==> src/rtl/pc_update_unit.sv <==
// Program-counter register stage with EPC and exception vector sequencer.
// PC is written from the PC source mux under unconditional or branch-
// conditional control; an exception saves PC-4 into EPC, fetches the
// handler byte from the vector table (bytes 253..255) and loads it into PC.
module pc_update_unit #(
    parameter logic [31:0] RESET_PC    = 32'h0000_0000,
    parameter int          MEM_LATENCY = 1
) (
    input  logic        clk,
    input  logic        reset,
    input  logic [31:0] pc_next,
    input  logic        pc_write,
    input  logic        pc_write_cond,
    input  logic [1:0]  branch_op,
    input  logic        alu_zero,
    input  logic        alu_gt,
    input  logic        exc_req,
    input  logic [1:0]  exc_code,
    input  logic [31:0] exc_vec_data,
    output logic [31:0] pc_out,
    output logic [31:0] epc_out,
    output logic        exc_busy,
    output logic        exc_mem_read,
    output logic [31:0] exc_vec_addr
);

    typedef enum logic [1:0] {
        ST_IDLE     = 2'd0,
        ST_VEC_REQ  = 2'd1,
        ST_VEC_WAIT = 2'd2,
        ST_VEC_LOAD = 2'd3
    } state_t;

    // Last wait-counter value before the vector byte is valid.
    localparam logic [2:0] WAIT_LAST = 3'(MEM_LATENCY - 1);

    state_t      state_q, state_d;
    logic [31:0] pc_q, pc_d;
    logic [31:0] epc_q, epc_d;
    logic [1:0]  code_q, code_d;
    logic [2:0]  cnt_q, cnt_d;
    logic        busy_q, busy_d;
    logic        rd_q, rd_d;
    logic [31:0] addr_q, addr_d;
    logic        take_s;
    logic        unused_vec_hi_s;

    // Branch condition evaluation from the ALU flags.
    function automatic logic branch_cond(input logic [1:0] op,
                                         input logic zero,
                                         input logic gt);
        logic c;
        case (op)
            2'b00:   c = zero;
            2'b01:   c = !zero;
            2'b10:   c = zero | !gt;
            2'b11:   c = gt;
            default: c = 1'b0;
        endcase
        return c;
    endfunction

    // Only the low byte of the vector word is a handler address.
    assign unused_vec_hi_s = ^exc_vec_data[31:8];

    // PC write enable: unconditional, or conditional with branch taken.
    always_comb begin
        take_s = pc_write | (pc_write_cond & branch_cond(branch_op, alu_zero, alu_gt));
    end

    // Next-state logic for the sequencer, PC, EPC, latched code and counter.
    always_comb begin
        state_d = state_q;
        pc_d    = pc_q;
        epc_d   = epc_q;
        code_d  = code_q;
        cnt_d   = cnt_q;
        case (state_q)
            ST_IDLE: begin
                if (exc_req) begin
                    // Exception wins over any PC write in the same cycle.
                    epc_d   = pc_q - 32'd4;
                    code_d  = (exc_code == 2'b11) ? 2'b00 : exc_code;
                    state_d = ST_VEC_REQ;
                end else if (take_s) begin
                    pc_d = pc_next;
                end else begin
                    pc_d = pc_q;
                end
            end
            ST_VEC_REQ: begin
                cnt_d   = 3'd0;
                state_d = ST_VEC_WAIT;
            end
            ST_VEC_WAIT: begin
                cnt_d = cnt_q + 3'd1;
                if (cnt_q == WAIT_LAST) begin
                    state_d = ST_VEC_LOAD;
                end else begin
                    state_d = ST_VEC_WAIT;
                end
            end
            ST_VEC_LOAD: begin
                pc_d    = {24'h00_0000, exc_vec_data[7:0]};
                state_d = ST_IDLE;
            end
            default: begin
                state_d = ST_IDLE;
            end
        endcase
    end

    // Moore output decodes, computed from the next state so they register in step with it.
    always_comb begin
        busy_d = (state_d != ST_IDLE);
        rd_d   = (state_d == ST_VEC_REQ) || (state_d == ST_VEC_WAIT);
        if (busy_d) begin
            addr_d = 32'd253 + {30'd0, code_d};
        end else begin
            addr_d = 32'd0;
        end
    end

    // State and output registers; reset aborts any sequence in progress.
    always_ff @(posedge clk or negedge reset) begin
        if (!reset) begin
            state_q <= ST_IDLE;
            pc_q    <= RESET_PC;
            epc_q   <= 32'd0;
            code_q  <= 2'd0;
            cnt_q   <= 3'd0;
            busy_q  <= 1'b0;
            rd_q    <= 1'b0;
            addr_q  <= 32'd0;
        end else begin
            state_q <= state_d;
            pc_q    <= pc_d;
            epc_q   <= epc_d;
            code_q  <= code_d;
            cnt_q   <= cnt_d;
            busy_q  <= busy_d;
            rd_q    <= rd_d;
            addr_q  <= addr_d;
        end
    end

    assign pc_out       = pc_q;
    assign epc_out      = epc_q;
    assign exc_busy     = busy_q;
    assign exc_mem_read = rd_q;
    assign exc_vec_addr = addr_q;

endmodule

==> config.mk <==
export PLATFORM = sky130hd
export DESIGN_NAME = pc_update_unit
export DESIGN_NICKNAME = d
export VERILOG_FILES = /design/src/rtl/pc_update_unit.sv
export SDC_FILE = /design/constraint.sdc
export NUM_CORES = 1
export LEC_CHECK = 0
export ABC_AREA = 1
export BUFFER_PORTS_ARGS = -buffer_cell sky130_fd_sc_hd__buf_2
export CORE_ASPECT_RATIO = 0.6
export CORE_MARGIN = 2
export CORE_UTILIZATION = 53
export CTS_CLUSTER_DIAMETER = 80
export DETAILED_ROUTE_END_ITERATION = 8
export PLACE_DENSITY = 0.93
export SETUP_SLACK_MARGIN = 0.4
export SLEW_MARGIN = 20
export SYNTH_ARGS = -nofsm -noshare
export SYNTH_HDL_FRONTEND = slang
export SYNTH_SLANG_ARGS = --single-unit
==> constraint.sdc <==
create_clock -name clk -period 5.7 [get_ports clk]
set_clock_uncertainty 0.1 [all_clocks]
set_input_delay 0.855 -clock clk [delete_from_list [all_inputs] [get_ports clk]]
set_output_delay 0.855 -clock clk [all_outputs]
set_load 0.01 [all_outputs]
# Word-level counts from Yosys, hierarchy flattened
# Cells that the tools add are included.
# Widths: inputs -> output; s select.
dict set report totals {
  reg_bits 105
  input_bits 75
  output_inout_bits 98
  word_cells 48
}
dict set report op_classes {
  addsub 3
  eq_ne 11
  muxes 12
  bitwise_logic 3
  n_reduce_logical 11
}
# cell count
set op_table {}
lappend op_table {{$mux 32} 2}
lappend op_table {{$pmux 32 s2} 1}
lappend op_table {{$sub 32x3->32 const B} 1}
lappend op_table {{$eq 2x2->1 const B} 6}
lappend op_table {{$add 8x2->9 const A} 1}
lappend op_table {{$mux 9} 1}
lappend op_table {{$mux 2} 4}
lappend op_table {{$pmux 2 s4} 1}
lappend op_table {{$eq 2x1->1 const B} 3}
lappend op_table {{$pmux 3 s2} 1}
lappend op_table {{$reduce_bool 2->1} 3}
lappend op_table {{$logic_not 2->1} 2}
lappend op_table {{$ne 2x2->1 const B} 2}
lappend op_table {{$pmux 1 s4} 1}
lappend op_table {{$add 3x1->3 const B} 1}
lappend op_table {{$logic_not 3->1} 1}
lappend op_table {{$reduce_and 3->1} 1}
lappend op_table {{$logic_not 1->1} 2}
lappend op_table {{$or 1x1->1} 2}
lappend op_table {{$reduce_and 2->1} 1}
lappend op_table {{$and 1x1->1} 1}
lappend op_table {{$logic_or 1x1->1} 1}
lappend op_table {{$mux 1} 1}

# Depth between registers and ports, before layout
# Gate-level depths: netlist of the first run.
dict set report depth {
  depth_word 8
  ltp_mapped 10
  ltp_nobuf 10
}

# Least setup slack after synthesis of the first run
# No wires, ideal clock.
dict set report synth_timing {
  path_kind {input to register}
  from {input exc_req}
  to {register addr_q[1] (netlist: exc_vec_addr[1])}
  setup_time_ps 122
  t_arrival_ps 1816
  required_ps 5478
  setup_slack_ps 3662
  cell_stages 8
  n_path_buf 2
  cell_sequence {nand2_1 buf_2 clkbuf_1 nand2_1 o21ai_0 ha_1 inv_1 nor2_1}
}
dict set report synth_between {
  elab_chain_len 4
  elab_cells_between_ends 7
  cone_classes {1 x add/sub; 5 x mux; 1 x reduce/logical}
}
# item line_no
set synth_lines {}
lappend synth_lines {{from (decl)} 17} ;# input logic exc_req,
lappend synth_lines {{$mux 2} 80} ;# if (exc_req) begin
lappend synth_lines {{$mux 2} 78} ;# case (state_q)
lappend synth_lines {{via code_d[1]} 40} ;# logic [1:0] code_q, code_d;
lappend synth_lines {{$add 8x2->9} 118} ;# addr_d = 32'd253 + {30'd0, code_d};
lappend synth_lines {{$mux 9} 117} ;# if (busy_d) begin
lappend synth_lines {{via addr_d[1]} 44} ;# logic [31:0] addr_q, addr_d;
lappend synth_lines {{to (signal assigned)} 143} ;# addr_q <= addr_d;
lappend synth_lines {{to (decl)} 44}
# The timed path passes the listed nets, and every way through them passes these cells.
# A chain may end at the register's enable or synchronous reset.

# Worst setup path in the final report of the first run
dict set report layout_timing {
  from {register state_q[0]}
  to {register pc_q[17] (netlist: pc_out[17])}
}
dict set report layout_between {
  elab_chain_len 3
  elab_cells_between_ends 7
  cone_classes {3 x eq/ne; 1 x mux; 3 x reduce/logical}
}
# item line_no
set layout_lines {}
lappend layout_lines {{from (decl)} 37} ;# state_t state_q, state_d;
lappend layout_lines {{from (signal assigned)} 136} ;# state_q <= state_d;
lappend layout_lines {{$eq 2x2->1 or $logic_not 2->1 (tied branches)} 78}
lappend layout_lines {{$reduce_bool 2->1 (no source line) or $ne 2x2->1 (tied branches)} --}
lappend layout_lines {{$reduce_and 3->1 (no source line)} --}
lappend layout_lines {{to (signal assigned)} 137} ;# pc_q <= pc_d;
lappend layout_lines {{to (decl)} 38} ;# logic [31:0] pc_q, pc_d;
# Parallel ways exist; a longest one is shown, timed or not.

==> impl_metrics.env, run 1 <==
export IMPL_swShare=0.467
export IMPL_ios=173
export IMPL_max_slew_margin=0.360
export IMPL_drc=0
export IMPL_totalWireLength_mm=11.4
export IMPL_die_height_microns=74.7
export IMPL_ys_flop_type="dfrtp_1"
export IMPL_core_sq_mm=0.00798
export IMPL_synthXorXnorAreaFrac=0.0238
export IMPL_yosysWarnings=0
export IMPL_place_gp_congestion=0.907
export IMPL_hp_class="reg -> reg"
export IMPL_fmax_ghz=0.284
export IMPL_drive_gt1_frac=0.266
export IMPL_clkLatencyLatePin_ns=0.34
export IMPL_syn_avg_cell_area_sq_um=7.63
export IMPL_postSynthCellCount=579
export IMPL_initial_core_util=0.554
export IMPL_drt_pass1_iter_count=5
export IMPL_stdcell_count=803
export IMPL_track_usage=0.262
export IMPL_grt_ovfl_total=0
export IMPL_wl_met2_mm=4.77
export IMPL_slew_violations=0
export IMPL_synth_top_family_by_area="simple AND/OR/NAND/NOR gates"
export IMPL_grt_first_pass_wirelength_mm=18.2
export IMPL_max_cap_violations=0
export IMPL_finalCriticalPeriod_ns=3.53
export IMPL_critPathCaptureType="register"
export IMPL_crit_path_start_kind="register"
export IMPL_clockBufferDepth=2
export IMPL_hold_buffers=0
export IMPL_syn_area_sq_mm=0.00442
export IMPL_worstSetupPathType="reg -> reg"
export IMPL_synth_edf_count=0
export IMPL_synth_top_cell_area_share=0.436
export IMPL_power_frac_clock=0.177
export IMPL_top_layer="met4"
export IMPL_die_w_microns=122
export IMPL_avgViaCountPerCell=5.01
export IMPL_crit_arrival_ns=3.65
export IMPL_fin_nets=774
export IMPL_ant_nets=0
export IMPL_p_leak_nw=2.95
export IMPL_synthArstFlopShare=1.00
export IMPL_areaGrowthSynthToFinish_pct=18.9
export IMPL_worstMarginPinSlew_ns=0.960
export IMPL_synth_area_top_cells="dfrtp_1, nand2_1, nor2_1"
export IMPL_rows=25
export IMPL_vias=4027
export IMPL_synth_compound_area_frac=0.0425
export IMPL_synth_seq_cells=77
export IMPL_finalHoldViolCount=0
export IMPL_setup_viol=0
export IMPL_final_core_util=0.659
export IMPL_cp_max_fo=47
export IMPL_grt_max_degree=78
export IMPL_wl_met3_mm=1.05
export IMPL_comb_power_share=0.476
export IMPL_cts_tree="yes"
export IMPL_met1Wirelength_mm=5.44
export IMPL_antenna_cells=0
export IMPL_place_inst=787
export IMPL_drt_iter0_drc=324
export IMPL_cts_buffers=9
export IMPL_htree_levels=3
export IMPL_fin_crit_sh=0.618
export IMPL_die_area_sq_mm=0.00911
export IMPL_ys_seq_area_frac=0.436
export IMPL_post_cts_buffers=0
export IMPL_status="complete, no violations"
export IMPL_cts_resized_gates=0
export IMPL_synth_simple_gate_area_frac=0.330
export IMPL_worstPathRequired_ns=5.82
export IMPL_switching_power_mw=1.49
export IMPL_yosysTopAreaCell="dfrtp_1"
export IMPL_sequentialPowerShare=0.346
export IMPL_grt_pass1_vias=3670
export IMPL_power_density_mw_per_mm2=605
export IMPL_cts_sinks=77
export IMPL_ys_types=31
export IMPL_rsz0062_at_grt="no"
export IMPL_setup_tns_ns=0
export IMPL_wl_per_cell_microns=14.2
export IMPL_cts_clk_slew_worst_paths_ns=0.06
export IMPL_post_dp_hpwl_mm=8.50
export IMPL_port_buffers=125
export IMPL_yosys_area_share_adder=0.0255
export IMPL_cts_root_buffer="clkbuf_16"
export IMPL_antenna_found_initial=0
export IMPL_vdd_drop_max_uv=244
export IMPL_muxShareOfSynthArea=0.0204
export IMPL_whs_ns=0.373
export IMPL_p_int_mw=1.69
[metrics by stage]
step / instance area, sq um / setup WS [ns] / total power [mW]
final: 5250 / 2.17 / 3.18
after detailed placement: 4960 / 2.08 / 2.60
after CTS: 5250 / 2.18 / 3.17
after global placement: 4960 / 2.14 / 2.54
after global routing: 5250 / 1.82 / 3.44
after floorplan: 4500 / 3.66 / 2.11
[layer usage]
metal,vias up,track usage
met5,-,0
met4,0,0.0817
met3,18,0.0583
met2,195,0.383
met1,1842,0.391
li1,1972,-
[power by group through the flow]
stage          clock network, mW  logic, mW  registers [mW]
3_3_place_gp                   0       1.46            1.08
4_1_cts                    0.566       1.52            1.09
5_1_grt                    0.594       1.72            1.13
6_report                   0.563       1.51            1.10
3_5_place_dp                   0       1.51            1.09
2_1_floorplan                  0      0.983            1.12
[kinds of logic (layout without fill, tap and decap cells)]
logic type / after synthesis / in the layout
other cells: 1 / 23
mux: 8 / 8
compound gates: 32 / 32
simple gates: 333 / 333
xor+xnor: 12 / 12
fa+ha+maj: 9 / 9
flops: 77 / 77
buf+inv: 107 / 201
[sequential cells by signal (all words and copies together), names as in the netlist]
| name | flops |
|---|---|
| exc_busy | 1 |
| exc_vec_addr | 4 |
| state_q | 2 |
| cnt_q | 3 |
| epc_out | 32 |
| pc_out | 32 |
| exc_mem_read | 1 |
| code_q | 2 |
[Yosys cell counts (all sizes together) (4+ instances only)]
master	count
xnor2	4
mux2	8
o21ai	22
nor2	92
nand3	54
o21bai	4
inv	59
nand4	4
buf	46
ha	9
xor2	8
nand2	180
dfrtp	77
[final timing paths]
| check | startpoint | endpoint | slack [ns] | depth (start not counted) |
|---|---|---|---|---|
| worst max-delay path | state_q[0] | pc_out[17] | 2.17 | 9 |
| worst min-delay path | epc_out[19] | epc_out[19] | 0.37 | 2 |
| worst max register to register | state_q[0] | pc_out[17] | 2.17 | 9 |
| worst min register to register | epc_out[19] | epc_out[19] | 0.37 | 2 |
| max in group asynchronous | reset | epc_out[7] | 4.31 | 1 |
| min in group asynchronous | reset | pc_out[5] | 0.56 | 1 |
[placed cells by master (no fill, tap or decap), types with 10 or more instances in the layout]
cell type,netlist,final
buf_2,15,124
nand2_1,169,169
o21ai_0,10,10
nand3_1,53,53
nor2_1,77,77
dfrtp_1,77,77
conb_1,1,23
nand2_2,10,10
inv_1,55,55
o21ai_1,11,11
[worst max-delay path, cell delays in order (launching register included)]
cell,delay [ns]
dfrtp_1,0.41
inv_1,0.12
ha_1,0.29
nand2_1,0.10
buf_4,0.38
inv_1,0.49
nor2_4,0.70
nand2_2,0.53
nand2_1,0.20
nand2_1,0.06
[layout make-up]
| type | instances | area, sq um |
|---|---|---|
| multi-input combinational | 417 | 2040 |
| timing repair buffer | 126 | 636 |
| tap | 108 | 135 |
| clock buffer | 10 | 229 |
| clock inverter | 6 | 63.8 |
| fill | 713 | 2720 |
| sequential | 77 | 1930 |
| inverter | 59 | 221 |
Note: power is estimated with default switching activity, not from simulation.
==> run 2, diff against run 1 <==
--- a/config.mk
+++ b/config.mk
@@ -5,14 +5,14 @@
 export SDC_FILE = /design/constraint.sdc
 export NUM_CORES = 1
 export LEC_CHECK = 0
-export ABC_AREA = 1
+export ABC_AREA = 0
 export BUFFER_PORTS_ARGS = -buffer_cell sky130_fd_sc_hd__buf_2
 export CORE_ASPECT_RATIO = 0.6
 export CORE_MARGIN = 2
-export CORE_UTILIZATION = 53
+export CORE_UTILIZATION = 43
 export CTS_CLUSTER_DIAMETER = 80
 export DETAILED_ROUTE_END_ITERATION = 8
-export PLACE_DENSITY = 0.93
+export PLACE_DENSITY = 0.83
 export SETUP_SLACK_MARGIN = 0.4
 export SLEW_MARGIN = 20
 export SYNTH_ARGS = -nofsm -noshare
==> constraint.sdc (replaced) <==
create_clock -name clk -period 2.96 [get_ports clk]
set_clock_uncertainty 0.1 [all_clocks]
set_input_delay 0.444 -clock clk [delete_from_list [all_inputs] [get_ports clk]]
set_output_delay 0.444 -clock clk [all_outputs]
set_load 0.01 [all_outputs]
==> run 2 against run 1 <==
  * Total power rose by 79%
  * Worst hold slack got worse by 0.22 ns
  * Area after synthesis fell by 8.5%
  * Wire length fell by 22%
  * Count of clock-buffer cells in the layout rose by 3
  * Design area fell by 4.9%
  * Worst setup slack got worse by 1.6 ns
  * Clock power rose by 100%
  * Largest power group unchanged
==> impl_metrics.env, run 2 <==
export IMPL_ys_types=40
export IMPL_antenna_found_initial=0
export IMPL_postPlaceCellArea_sq_mm=0.00465
export IMPL_crit_path_start_kind="register"
export IMPL_post_cts_buffers=0
export IMPL_antenna_cells=0
export IMPL_swShare=0.384
export IMPL_clkLatencyLatePin_ns=0.33
export IMPL_totalWireLength_mm=8.86
export IMPL_design_area_sq_mm=0.00500
export IMPL_crit_family="adder cells"
export IMPL_p_int_mw=3.50
export IMPL_drt_pass1_iter_count=4
export IMPL_synth_seq_cells=77
export IMPL_cts_sinks=77
export IMPL_clockBufferDepth=2
export IMPL_syn_area_sq_mm=0.00404
export IMPL_final_cell_mix="buf_2, dfrtp_1, mux2_2, nand2_1, o21ai_0"
export IMPL_die_w_microns=129
export IMPL_worstMarginPinSlew_ns=0.963
export IMPL_comb_power_share=0.445
export IMPL_cts_buffers=9
export IMPL_cts_root_buffer="clkbuf_16"
export IMPL_post_dp_hpwl_mm=6.31
export IMPL_setup_viol=0
export IMPL_power_density_mw_per_mm2=1140
export IMPL_die_height_microns=79.1
export IMPL_synth_top_family_by_area="simple AND/OR/NAND/NOR gates"
export IMPL_synth_edf_count=0
export IMPL_port_buffers=125
export IMPL_max_cap_violations=0
export IMPL_rows=27
export IMPL_sequentialPowerShare=0.356
export IMPL_ys_seq_area_frac=0.477
export IMPL_fin_crit_sh=0.799
export IMPL_core_sq_mm=0.00916
export IMPL_muxShareOfSynthArea=0.116
export IMPL_syn_avg_cell_area_sq_um=10.9
export IMPL_slew_violations=0
export IMPL_crit_chain="inv_1 > ha_1 > nand2_2 > buf_4 > o21ai_0 > ha_1 > nor2b_1"
export IMPL_final_core_util=0.546
export IMPL_postSynthCellCount=370
export IMPL_finalCriticalPeriod_ns=2.37
export IMPL_worstSetupPathType="reg -> reg"
export IMPL_vdd_drop_max_uv=499
export IMPL_drt_iter0_drc=100
export IMPL_ys_flop_type="dfrtp_1"
export IMPL_fin_nets=571
export IMPL_synthArstFlopShare=1.00
export IMPL_hp_class="in -> async"
export IMPL_grt_first_pass_wirelength_mm=14.7
export IMPL_whs_ns=0.156
export IMPL_ant_nets=0
export IMPL_final_common_cell="buf_2"
export IMPL_finalHoldViolCount=0
export IMPL_synth_compound_area_frac=0.0585
export IMPL_critPathCaptureType="register"
export IMPL_synth_area_top_cells="dfrtp_1, mux2_2, buf_4"
export IMPL_crit_slowest_cell="buf_4"
export IMPL_synthTopCellsByCount="dfrtp_1, mux2_2, nand2_1, o21ai_0"
export IMPL_worstPathRequired_ns=3.07
export IMPL_cts_tree="yes"
export IMPL_place_gp_congestion=0.765
export IMPL_worst_path_buf_inv=2
export IMPL_wl_per_cell_microns=14.2
export IMPL_setup_tns_ns=0
export IMPL_grt_max_degree=78
export IMPL_cts_clk_slew_worst_paths_ns=0.06
export IMPL_crit_arrival_ns=2.48
export IMPL_status="complete, no violations"
export IMPL_ios=173
export IMPL_yosysWarnings=0
export IMPL_synth_top_cell_area_share=0.477
export IMPL_cp_common_cell="ha_1"
export IMPL_p_leak_nw=2.42
export IMPL_htree_levels=3
export IMPL_max_slew_margin=0.358
export IMPL_synth_simple_gate_area_frac=0.182
export IMPL_grt_pass1_vias=2843
export IMPL_avgViaCountPerCell=4.76
export IMPL_synth_most_common_cell="dfrtp_1"
export IMPL_power_frac_clock=0.199
export IMPL_switching_power_mw=2.18
export IMPL_initial_core_util=0.442
export IMPL_synthXorXnorAreaFrac=0.0563
export IMPL_fmax_ghz=0.423
export IMPL_cp_max_fo=66
export IMPL_track_usage=0.187
export IMPL_yosysTopAreaCell="dfrtp_1"
export IMPL_grt_ovfl_total=0
export IMPL_rsz0062_at_grt="no"
export IMPL_die_area_sq_mm=0.0102
export IMPL_vias=2961
export IMPL_areaGrowthSynthToFinish_pct=23.6
export IMPL_drc=0
export IMPL_critical_path_max_stage_delay_ns=0.51
export IMPL_drive_gt1_frac=0.402
export IMPL_yosys_area_share_adder=0.0279
==> run 2: path summary, 6_finish.rpt <==
kind / slack [ns] / cells past startpoint / startpoint / end
max: 0.59 / 7 / state_q[0] / exc_vec_addr[1]
min: 0.16 / 1 / reset / pc_out[1]
max reg2reg: 0.59 / 7 / state_q[0] / exc_vec_addr[1]
min reg2reg: 0.38 / 2 / epc_out[4] / epc_out[4]
max in group asynchronous: 1.97 / 1 / reset / epc_out[22]
min in group clk: 0.35 / 3 / exc_vec_data[2] / pc_out[2]
==> run 2: what timing repair did <==
item                       4_1_cts  5_1_grt
setup endpoints to repair        0        2
hold buffers                     0        0
gates resized for setup          0        1
==> run 2: kinds of logic (layout without fill, tap and decap cells) <==
| family | after synthesis | after routing |
|---|---|---|
| xor gates and xnor gates | 26 | 26 |
| adders and majority gates | 9 | 9 |
| other | 1 | 23 |
| muxes | 42 | 42 |
| DFF | 77 | 77 |
| buffers and inverters | 54 | 154 |
| and+or+nand+nor | 116 | 116 |
| AOI/OAI and AO/OA | 45 | 45 |
==> run 2: worst register-to-register path, cell delays in order (launching register included) <==
cell,delay [ns]
dfrtp_1,0.38
inv_1,0.10
ha_1,0.27
nand2_2,0.09
buf_4,0.51
o21ai_0,0.33
ha_1,0.34
nor2b_1,0.13
==> run 2: area by class of cell <==
| cell class | count | area, sq um |
|---|---|---|
| well taps | 130 | 163 |
| repair buffers | 128 | 671 |
| clock buffers | 13 | 270 |
| flip-flops and latches | 77 | 1930 |
| fillers | 817 | 4160 |
| multi-input cells | 261 | 1890 |
| clock inverters | 3 | 42.5 |
| inverters | 10 | 37.5 |
==> run 2: metal layers <==
| layer | wire length [microns] | vias up | GRT usage | share of wire |
|---|---|---|---|---|
| met3 | 609 | 9 | 0.0633 | 0.069 |
| met4 | 95 | 0 | 0.0533 | 0.011 |
| li1 | - | 1445 | - | - |
| met2 | 4130 | 93 | 0.290 | 0.47 |
| met1 | 4030 | 1414 | 0.249 | 0.45 |
| met5 | 0 | - | 0 | 0 |
==> run 2: metrics by stage <==
stage                     instances  power (mW)  setup slack (ns)
final                           622        5.68             0.594
after global routing            622        6.13             0.406
after CTS                       621        5.67             0.459
after global placement          605        4.40             0.433
after floorplan                 392        3.67             0.807
after detailed placement        605        4.51             0.367
==> run 2: power groups by stage <==
stage	Sequential, mW	Combinational (mW)	Clock [mW]
2_1_floorplan	2.17	1.50	0
3_3_place_gp	2.00	2.40	0
3_5_place_dp	2.03	2.48	0
4_1_cts	2.02	2.49	1.16
5_1_grt	2.10	2.82	1.21
6_report	2.02	2.52	1.13
